`src/rtl/clock_div_ctrl_if.sv`:
```
// Configuration and status bundle for clock_div_ctrl.
// The master side is the configuration logic; the slave side is the divider.
interface clock_div_ctrl_if #(
    parameter int WIDTH = 8
);
    logic             cfg_valid;
    logic             cfg_ready;
    logic [WIDTH-1:0] cfg_div;
    logic             cfg_en;
    logic             tick;
    logic             div_clk;
    logic             running;
    logic             pending;
    logic [WIDTH-1:0] cur_div;

    modport master (
        output cfg_valid, cfg_div, cfg_en,
        input  cfg_ready, tick, div_clk, running, pending, cur_div
    );

    modport slave (
        input  cfg_valid, cfg_div, cfg_en,
        output cfg_ready, tick, div_clk, running, pending, cur_div
    );
endinterface

```
`src/rtl/clock_div_ctrl.sv`:
```
// Programmable clock-enable divider. Produces a one-cycle tick every cur_div
// cycles and a 50% duty div_clk toggling on each tick. Start, stop and divisor
// changes received while running are parked in a shadow register and applied
// only at a falling tick, so div_clk never has a truncated phase.
module clock_div_ctrl #(
    parameter int WIDTH       = 8,
    parameter int DEFAULT_DIV = 1,
    parameter bit AUTO_START  = 1'b0
) (
    input  logic                  clk,
    input  logic                  reset,
    clock_div_ctrl_if.slave       bus
);

    typedef enum logic [1:0] {
        S_IDLE = 2'b00,
        S_RUN  = 2'b01,
        S_PEND = 2'b10
    } state_t;

    // A divisor of zero behaves as one.
    localparam logic [WIDTH-1:0] DEF_DIV_C =
        (DEFAULT_DIV < 1) ? WIDTH'(1'b1) : WIDTH'(DEFAULT_DIV);

    // Map a requested divisor of zero onto one.
    function automatic logic [WIDTH-1:0] clamp_div(input logic [WIDTH-1:0] d);
        clamp_div = (d == '0) ? WIDTH'(1'b1) : d;
    endfunction

    state_t           r_state;
    logic [WIDTH-1:0] r_cnt;
    logic [WIDTH-1:0] r_cur_div;
    logic [WIDTH-1:0] r_shadow_div;
    logic             r_shadow_en;
    logic             r_div_clk;
    logic             r_tick;
    logic             r_running;
    logic             r_pending;
    logic             r_cfg_ready;

    logic             w_xfer;
    logic             w_wrap;
    logic             w_fall;
    logic [WIDTH-1:0] w_cnt_nxt;
    logic             w_tick_nxt;
    logic             w_div_clk_nxt;

    // Handshake uses only the registered ready, so no comb path from cfg_valid to outputs.
    assign w_xfer = bus.cfg_valid && r_cfg_ready;
    assign w_wrap = (r_cnt == (r_cur_div - WIDTH'(1'b1)));
    assign w_fall = w_wrap && r_div_clk;

    // Free-running counter step used in RUN and PEND.
    always_comb begin
        w_cnt_nxt     = r_cnt + WIDTH'(1'b1);
        w_tick_nxt    = 1'b0;
        w_div_clk_nxt = r_div_clk;
        if (w_wrap) begin
            w_cnt_nxt     = '0;
            w_tick_nxt    = 1'b1;
            w_div_clk_nxt = ~r_div_clk;
        end else begin
            w_cnt_nxt     = r_cnt + WIDTH'(1'b1);
            w_tick_nxt    = 1'b0;
            w_div_clk_nxt = r_div_clk;
        end
    end

    // Control FSM with all outputs registered.
    always_ff @(posedge clk or negedge reset) begin
        if (!reset) begin
            r_state      <= AUTO_START ? S_RUN : S_IDLE;
            r_running    <= AUTO_START;
            r_cnt        <= '0;
            r_cur_div    <= DEF_DIV_C;
            r_shadow_div <= '0;
            r_shadow_en  <= 1'b0;
            r_div_clk    <= 1'b0;
            r_tick       <= 1'b0;
            r_pending    <= 1'b0;
            r_cfg_ready  <= 1'b1;
        end else begin
            case (r_state)
                S_IDLE: begin
                    r_tick    <= 1'b0;
                    r_div_clk <= 1'b0;
                    r_cnt     <= '0;
                    if (w_xfer) begin
                        r_cur_div <= clamp_div(bus.cfg_div);
                        if (bus.cfg_en) begin
                            r_state   <= S_RUN;
                            r_running <= 1'b1;
                        end
                    end
                end
                S_RUN: begin
                    r_cnt     <= w_cnt_nxt;
                    r_tick    <= w_tick_nxt;
                    r_div_clk <= w_div_clk_nxt;
                    // A request landing on a falling tick still waits for the next one.
                    if (w_xfer) begin
                        r_shadow_div <= clamp_div(bus.cfg_div);
                        r_shadow_en  <= bus.cfg_en;
                        r_state      <= S_PEND;
                        r_pending    <= 1'b1;
                        r_cfg_ready  <= 1'b0;
                    end
                end
                S_PEND: begin
                    if (w_fall) begin
                        r_tick      <= 1'b1;
                        r_cnt       <= '0;
                        r_div_clk   <= 1'b0;
                        r_pending   <= 1'b0;
                        r_cfg_ready <= 1'b1;
                        if (r_shadow_en) begin
                            r_cur_div <= r_shadow_div;
                            r_state   <= S_RUN;
                        end else begin
                            r_state   <= S_IDLE;
                            r_running <= 1'b0;
                        end
                    end else begin
                        r_cnt     <= w_cnt_nxt;
                        r_tick    <= w_tick_nxt;
                        r_div_clk <= w_div_clk_nxt;
                    end
                end
                default: begin
                    r_state     <= S_IDLE;
                    r_running   <= 1'b0;
                    r_cnt       <= '0;
                    r_tick      <= 1'b0;
                    r_div_clk   <= 1'b0;
                    r_pending   <= 1'b0;
                    r_cfg_ready <= 1'b1;
                end
            endcase
        end
    end

    assign bus.cfg_ready = r_cfg_ready;
    assign bus.tick      = r_tick;
    assign bus.div_clk   = r_div_clk;
    assign bus.running   = r_running;
    assign bus.pending   = r_pending;
    assign bus.cur_div   = r_cur_div;

endmodule

```
`src/flat_wrapper.sv`:
```
// flat-port wrapper written by rule: the top's interface ports become plain ports
module clock_div_ctrl_flat 
#(
    parameter int WIDTH       = 8,
    parameter int DEFAULT_DIV = 1,
    parameter bit AUTO_START  = 1'b0
)
  (clk, reset, bus_cfg_valid, bus_cfg_div, bus_cfg_en, bus_cfg_ready, bus_tick, bus_div_clk, bus_running, bus_pending, bus_cur_div);
  clock_div_ctrl_if #(.WIDTH(WIDTH)) bus_i ();
  input  logic clk;
  input  logic reset;
  input wire logic [$bits(bus_i.cfg_valid)-1:0] bus_cfg_valid;
  input wire logic [$bits(bus_i.cfg_div)-1:0] bus_cfg_div;
  input wire logic [$bits(bus_i.cfg_en)-1:0] bus_cfg_en;
  output wire logic [$bits(bus_i.cfg_ready)-1:0] bus_cfg_ready;
  output wire logic [$bits(bus_i.tick)-1:0] bus_tick;
  output wire logic [$bits(bus_i.div_clk)-1:0] bus_div_clk;
  output wire logic [$bits(bus_i.running)-1:0] bus_running;
  output wire logic [$bits(bus_i.pending)-1:0] bus_pending;
  output wire logic [$bits(bus_i.cur_div)-1:0] bus_cur_div;
  assign bus_i.cfg_valid = bus_cfg_valid;
  assign bus_i.cfg_div = bus_cfg_div;
  assign bus_i.cfg_en = bus_cfg_en;
  assign bus_cfg_ready = bus_i.cfg_ready;
  assign bus_tick = bus_i.tick;
  assign bus_div_clk = bus_i.div_clk;
  assign bus_running = bus_i.running;
  assign bus_pending = bus_i.pending;
  assign bus_cur_div = bus_i.cur_div;
  clock_div_ctrl #(.WIDTH(WIDTH), .DEFAULT_DIV(DEFAULT_DIV), .AUTO_START(AUTO_START)) u_core (.clk(clk), .reset(reset), .bus(bus_i));
endmodule
```
`config.mk`:
```
export PLATFORM = sky130hd
export DESIGN_NAME = clock_div_ctrl_flat
export DESIGN_NICKNAME = d
export VERILOG_FILES = /design/src/rtl/clock_div_ctrl_if.sv /design/src/rtl/clock_div_ctrl.sv /design/src/flat_wrapper.sv
export SDC_FILE = /design/constraint.sdc
export NUM_CORES = 1
export LEC_CHECK = 0
export ABC_AREA = 0
export CAP_MARGIN = 10
export CORE_MARGIN = 2
export CORE_UTILIZATION = 24
export DETAILED_ROUTE_END_ITERATION = 10
export GPL_ROUTABILITY_DRIVEN = 1
export PLACE_DENSITY = 0.44
export REMOVE_ABC_BUFFERS = 1
export SLEW_MARGIN = 20
export SYNTH_ARGS = -nofsm -noshare
export SYNTH_HDL_FRONTEND = slang
export SYNTH_SLANG_ARGS = --single-unit
```
`constraint.sdc`:
```
create_clock -name clk -period 2.75 [get_ports clk]
set_clock_uncertainty 0.05 [all_clocks]
set_input_delay 0.55 -clock clk [delete_from_list [all_inputs] [get_ports clk]]
set_output_delay 0.55 -clock clk [all_outputs]
set_load 0.02 [all_outputs]
```
### Word-level counts from Yosys, hierarchy flattened

Cells that the tools add are included.

| word-level totals | value |
|---|---|
| word-level logic and storage cells | 65 |
| output and inout bits | 13 |
| input bits | 12 |
| bits in registers | 32 |

| cells by class | value |
|---|---|
| equal/unequal tests | 9 |
| bitwise operators | 3 |
| multiplexer cells | 31 |
| reductions and logical operators | 10 |
| $add $sub $neg | 2 |

Operators with widths:

| kind | count |
|---|---|
| $mux 8 | 6 |
| $pmux 8 s2 | 2 |
| $mux 1 | 13 |
| $pmux 1 s3 | 3 |
| $add 8x1->8 const B | 1 |
| $eq 8x8->1 | 1 |
| $logic_not 8->1 | 1 |
| $mux 2 | 4 |
| $ne 2x1->1 const B | 4 |
| $reduce_and 4->1 | 2 |
| $sub 8x1->8 const B | 1 |
| $pmux 2 s3 | 1 |
| $reduce_and 5->1 | 1 |
| $ne 2x2->1 const B | 2 |
| $pmux 1 s2 | 2 |
| $not 1->1 | 3 |
| $reduce_and 3->1 | 1 |
| $eq 2x1->1 const B | 1 |
| $eq 2x2->1 const B | 1 |
| $logic_and 1x1->1 | 2 |
| $logic_not 2->1 | 1 |
| $reduce_and 2->1 | 1 |
| $reduce_bool 2->1 | 1 |

### Logic depth before layout (Yosys ltp)

| logic depth | value |
|---|---|
| word-level depth | 5 |
| gate-level depth with buffers | 13 |
| gate-level depth less buffers | 11 |

### Least setup slack after synthesis

No wires, ideal clock.

| timing path | value |
|---|---|
| path type | flip-flop to flip-flop |
| start | reg u_core.r_cur_div[1] (netlist: u_core.bus.cur_div[1]) |
| end | reg u_core.r_cur_div[6] (netlist: u_core.bus.cur_div[6]) |
| path buffers | 2 |
| setup time | 0.077 ns |
| required time | 2.623 ns |
| stages on the path, launching flop included | 14 |
| clock period less this slack | 2.995 ns |
| arrival time | 2.867 ns |
| path slack | -0.245 ns |
| path through | dfrtp_1 > inv_1 > ha_1 > or3b_1 > nor3_1 > xnor2_1 > o2111a_1 > buf_6 > ha_1 > a21boi_0 > a211oi_2 > clkbuf_1 > nor2_1 > a21oi_1 |

| between the ends | value |
|---|---|
| cells in the longest elaborated chain, start to end | 5 |

Ends and longest elaborated chain:

| element | line | source |
|---|---|---|
| start: declaration | clock_div_ctrl.sv:32 | `logic [WIDTH-1:0] r_cur_div;` |
| start signal: assignment | clock_div_ctrl.sv:89 | `r_cur_div <= clamp_div(bus.cfg_div);` |
| start signal: assignment | clock_div_ctrl.sv:117 | `r_cur_div <= r_shadow_div;` |
| $sub 8x1->8 | clock_div_ctrl.sv:50 | `assign w_wrap = (r_cnt == (r_cur_div - WIDTH'(1'b1)));` |
| $eq 8x8->1 | clock_div_ctrl.sv:50 |  |
| $logic_and 1x1->1 | clock_div_ctrl.sv:51 | `assign w_fall = w_wrap && r_div_clk;` |
| $ne 2x1->1 (no source line) | - |  |
| $reduce_and 4->1 (no source line) | - |  |

No other way between the ends.
A chain may end at the register's enable or synchronous reset.

### Worst setup path after layout

| timing path | value |
|---|---|
| start | reg u_core.r_cur_div[1] (netlist: u_core.bus.cur_div[1]) |
| end | reg u_core.r_cur_div[3] (netlist: u_core.bus.cur_div[3]) |

The elaborated chain is that of the path after synthesis.

==> results.md <==
- The run finished with clean final reports.
- The detail-routed net length per standard cell is between 10 and 15 microns.
- Routability-driven placement finished with a final weighted congestion of 0.7320.
- The initial antenna violation count was 0.
- By area the synthesized netlist is led by sky130_fd_sc_hd__dfrtp_1, sky130_fd_sc_hd__mux2_2, sky130_fd_sc_hd__ha_1, sky130_fd_sc_hd__xnor2_1, sky130_fd_sc_hd__mux2i_1.
- For this run the aggregate overflow at the end of global routing stands at 0.
- The quantity of I/O buffers inserted on ports is 24.
- After synthesis the cells add up to 1798 sq um.
- The worst IR drop on VDD is approximately 0.40 mV.
- The initial utilization of the core area, before any placement, comes to between 20% and 30%.
- The leakage power summed over all cells is between 1 and 1.5 nW.
- Counting every instance in the synthesized netlist gives 172.
- The share of cells above drive strength 1 is between 20% and 30%.
- The floorplan die height is 90.56 microns.
- The x dimension of the die is around 91 microns.
- Net switching is about two fifths of the power.
- The critical path runs through a total of 12 cells.
- The maximum level of the CTS H-tree is 2.
- The number of hold-slack violations in the final timing report is 0.
- From synthesis to final layout, the design area changed by 35.07%.
- In the routed design, unresolved DRC markers number 0.
- The area of combinational cells with multiple inputs is slightly above 1000 sq um.
- The maximum number of pins on one net before global-route repair is 33.
- The remaining max-slew budget at the tightest pin is ~67%.
- The number of distinct library cells after synthesis is 44.
- The slew at the pin closest to its max-slew limit is between 400 and 500 ps.
- The cell accounting for the most synthesized area is sky130_fd_sc_hd__dfrtp_1.
- The endpoint of the worst hold-timing path is u_core.r_shadow_div[0]$_DFFE_PN0P_.
- The clock share of power is ~15%.
- The clock period minus final worst setup slack is approximately 2600 ps.
- The final-report setup violation count is 0.
- The arrival time at the worst endpoint is between 2000 and 3000 ps.
- The number of antenna diodes in the final layout is 0.
- The worst slack at placement is around 50 ps.
- The average cell area after synthesis is around 10 sq um.
- For this run, the total global-route usage over all layers was measured as 10.92%.
- The total power per unit cell area is 1064 nW/um^2.
- The iteration count of the initial detailed-routing pass is 4.
- The kind of critical path is reg -> reg.
- Measured in cells, the most critical reg-to-reg path has a length of 12.
- The count of buffering cells on the critical path with inverters included is 2.
- The synthesized-area fraction occupied by adder cells is 4.871%.
- Registers are responsible for between 30% and 40% of the overall power.
- The number of max-capacitance violations reported is 0.
- Counting tap cells, the placed design contains a total of roughly 300 instances.
- After synthesis, the largest area contributor takes up 41.75% of total cell area.
- The number of global-route vias before repair was between 1k and 1.5k.
- The depth of the worst hold-timing path is 2.
- At the end of the flow the core is filled with cells to between 30% and 40%.
- Derived from the worst setup path, the maximum achievable clock frequency is around 0.38 GHz.
- The cell at the root of the clock tree is sky130_fd_sc_hd__clkbuf_8.
- The number of buffers inserted during clock tree synthesis is 5.
- The sort of element at the end of the critical path is a flip-flop.
- For this design the top-level I/O count stands at 25.
- The internal power consumption is ~1.5 mW.
- Counting flops and latches in the post-synthesis netlist gives 32.
- Summing the areas of all and, or, nand and nor instances in the mapped netlist gives about 20% of the synthesized area.
- For this run, the leading register cell type out of synthesis is sky130_fd_sc_hd__dfrtp_1.
- The final instance count without filler cells is approximately 310.
- Power comes to approximately 2.6 mW.
- The class of the most critical hold timing path is reg -> reg.
- Counting along the longest clock path gives a buffer depth of 2.
- STA classifies the critical path startpoint as a flip-flop.
- The maximum net fanout on the critical path is 8.
- Counting flops with an async set or reset pin after synthesis yields a share of 100.0%.
- The mean number of vias per cell is approximately 4.4.
- The global-route wire length before repair is 7.148 mm.
- Across the whole layout, storage elements account for about 800 sq um.
- Summing the areas of all compound-gate instances in the mapped netlist gives between 10% and 20% of the synthesized area.
- The region available for standard cell placement spans approximately 7300 sq um.
- Traced cell by cell, the critical path runs through inv_2 -> ha_4 -> or3b_4 -> nor3_4 -> xnor2_2 -> o2111a_1 -> ha_2 -> a21boi_1 -> a211oi_2 -> buf_6 -> nor2_1 -> a21oi_1.
- After synthesis, the largest family of logic cells by area is simple AND/OR/NAND/NOR gates.
- The slack of the worst reg-to-reg path is between 100 and 150 ps.
- The source-to-sink clock delay at the later pin of the worst-skew pair is approximately 280 ps.
- The half-perimeter wire length of the detailed placement result is approximately 3 mm.
- The number of vias after detailed routing is 1397.
- The number of enable-type register cells in the synthesized netlist is 0.
- The residual antenna-violating net count after detailed routing is 0.
- TritonCTS built the clock tree.
- The multiplexer share of the synthesized area is roughly 8.9%.
- The beginning of the worst register-to-register path is u_core.bus.cur_div[1]$_DFFE_PN0P_.
- For this block, the initial DRC count from the detailed router was between 50 and 60.
- The endpoint of the worst-slack reg-to-reg timing path is u_core.bus.cur_div[3]$_DFFE_PN0P_.
- The sequential fraction of the synthesis area is 44.68%.
- The share of total power in combinational logic is between 50% and 60%.
- The max-slew violation count came to 0.
- On the critical path, the stage with the largest delay is an instance of sky130_fd_sc_hd__dfrtp_1.
- The overall routed net length is between 4 and 5 mm.
- Clock-pin slew was measured on the worst setup and hold paths at approximately 70 ps.
- The switching power summed over all nets is just over 1 mW.
- The startpoint identified for the worst hold timing path is u_core.r_shadow_div[0]$_DFFE_PN0P_.
- For this design, the CTS-stage hold fixing added 0 buffers.
- The number of fill cells is 755.
- The xor and xnor fraction of the mapped netlist area is between 6 and 7%.
- The row count is 31.
- The clock sink count is 32.
- The final layout net count is 233.
- For this run, the slowest stage of the critical path takes 410 ps.
- The area enclosed by the die boundary is roughly 8200 sq um.
- The cell type group with the largest total delay on the critical path is compound AO/OA/AOI/OAI gates.
- The number of synthesis warnings is 0.
- The final clock period utilization by the worst path is between 90% and 100%.
- The worst endpoint required time is 2910 ps.
- Across all setup checks in the final design, the least slack found is roughly 150 ps.
-- state kept, by name, indices dropped and copies added (netlist names) --
| signal | cells |
|---|---|
| u_core.bus.cur_div | 8 |
| u_core.r_cnt | 8 |
| u_core.r_shadow_div | 8 |
| u_core.r_state | 2 |
| u_core.bus.cfg_ready | 1 |
| u_core.bus.div_clk | 1 |
| u_core.bus.pending | 1 |
| u_core.bus.running | 1 |
| u_core.bus.tick | 1 |
| u_core.r_shadow_en | 1 |
-- worst max-delay path by stage --
stage / startpoint / to
after floorplan: u_core.bus.cur_div[1]$_DFFE_PN0P_ / u_core.bus.cur_div[1]$_DFFE_PN0P_
after global placement: u_core.bus.cur_div[1]$_DFFE_PN0P_ / u_core.r_cnt[0]$_DFF_PN0_
after global routing: u_core.bus.cur_div[1]$_DFFE_PN0P_ / u_core.bus.cur_div[3]$_DFFE_PN0P_
after CTS: u_core.bus.cur_div[1]$_DFFE_PN0P_ / u_core.r_cnt[4]$_DFF_PN0_
final: u_core.bus.cur_div[1]$_DFFE_PN0P_ / u_core.bus.cur_div[3]$_DFFE_PN0P_
after detailed placement: u_core.bus.cur_div[0]$_DFFE_PN1P_ / u_core.r_cnt[7]$_DFF_PN0_
-- kinds of logic after synthesis --
logic type	count (synthesis)
and+or+nand+nor	60
AOI/OAI and AO/OA	32
DFF	32
muxes	15
xor gates and xnor gates	14
buffers and inverters	12
adders and majority gates	7
-- per-stage QoR --
step	TNS [ps]	hold WS (ps)	area, sq um
3_5_place_dp	0	427.4	2238
5_1_grt	-5.882	475.8	2429
2_1_floorplan	-5932	204.4	1772
4_1_cts	0	443.6	2328
6_report	0	439.8	2429
3_3_place_gp	0	416.1	2238
-- power groups by stage --
stage | sequential (mW) | clock [mW] | combinational, mW
global placement | 0.799 | 0 | 1.26
global route | 0.826 | 0.416 | 1.55
CTS | 0.793 | 0.392 | 1.27
finish | 0.797 | 0.379 | 1.41
detailed placement | 0.802 | 0 | 1.26
floorplan | 0.886 | 0 | 0.684
-- synth_stat cells (2+ instances only) --
| cell | n |
|---|---|
| sky130_fd_sc_hd__a21oi_1 | 13 |
| sky130_fd_sc_hd__and3_1 | 3 |
| sky130_fd_sc_hd__clkbuf_1 | 4 |
| sky130_fd_sc_hd__dfrtp_1 | 30 |
| sky130_fd_sc_hd__dfstp_2 | 2 |
| sky130_fd_sc_hd__ha_1 | 7 |
| sky130_fd_sc_hd__inv_1 | 7 |
| sky130_fd_sc_hd__mux2_2 | 8 |
| sky130_fd_sc_hd__mux2i_1 | 7 |
| sky130_fd_sc_hd__nand2_1 | 10 |
| sky130_fd_sc_hd__nand2b_1 | 3 |
| sky130_fd_sc_hd__nand3_1 | 4 |
| sky130_fd_sc_hd__nor2_1 | 14 |
| sky130_fd_sc_hd__nor2b_1 | 2 |
| sky130_fd_sc_hd__nor3_1 | 6 |
| sky130_fd_sc_hd__nor3_2 | 7 |
| sky130_fd_sc_hd__nor4_1 | 2 |
| sky130_fd_sc_hd__o21ai_0 | 4 |
| sky130_fd_sc_hd__or2_2 | 2 |
| sky130_fd_sc_hd__xnor2_1 | 9 |
| sky130_fd_sc_hd__xor2_1 | 5 |
-- repair_timing --
item / CTS / global route
hold endpoints to repair: 0 / 0
setup buffers: 0 / 3
gates resized for setup: 0 / 21
setup endpoints to repair: 0 / 22
-- final cells by class --
class	count	share of cell area, %
Inverter	7	1.082
Clock buffer	8	3.709
Multi-Input combinational cell	128	41.53
Tap cell	99	5.100
Sequential cell	32	33.08
Timing Repair Buffer	40	15.51
-- worst min-delay path, cell delays in order, from the launching register on --
cell and delay (ps):
sky130_fd_sc_hd__dfrtp_1 340, sky130_fd_sc_hd__nand2_1 40, sky130_fd_sc_hd__o21ai_0 60
-- placed cells by master (no fill, tap or decap), drive strengths merged, types with 2 or more instances in the layout --
cell type      Yosys  layout
nor2              14      14
mux2               8       8
ha                 7       7
nand3              4       4
nor3              13      13
clkdlybuf4s50      0      24
clkbuf             4       8
dfstp              2       2
a211oi             2       2
xor2               5       5
nand2b             3       3
or2                2       2
nor2b              2       2
nor4               2       2
xnor2              9       9
nand2             10      10
inv                7       7
buf                1      16
dfrtp             30      30
mux2i              7       7
a21oi             13      13
and3               3       3
o21ai              4       4
-- per-layer routing --
layer / GRT usage [%] / up-vias / wire length, microns
met4: 3.077 / 0 / 24
met3: 3.673 / 2 / 150
met2: 16.67 / 20 / 1976
li1: - / 695 / -
met5: 0 / - / 0
met1: 14.71 / 680 / 2106
Power figures use the tool's default switching activity.
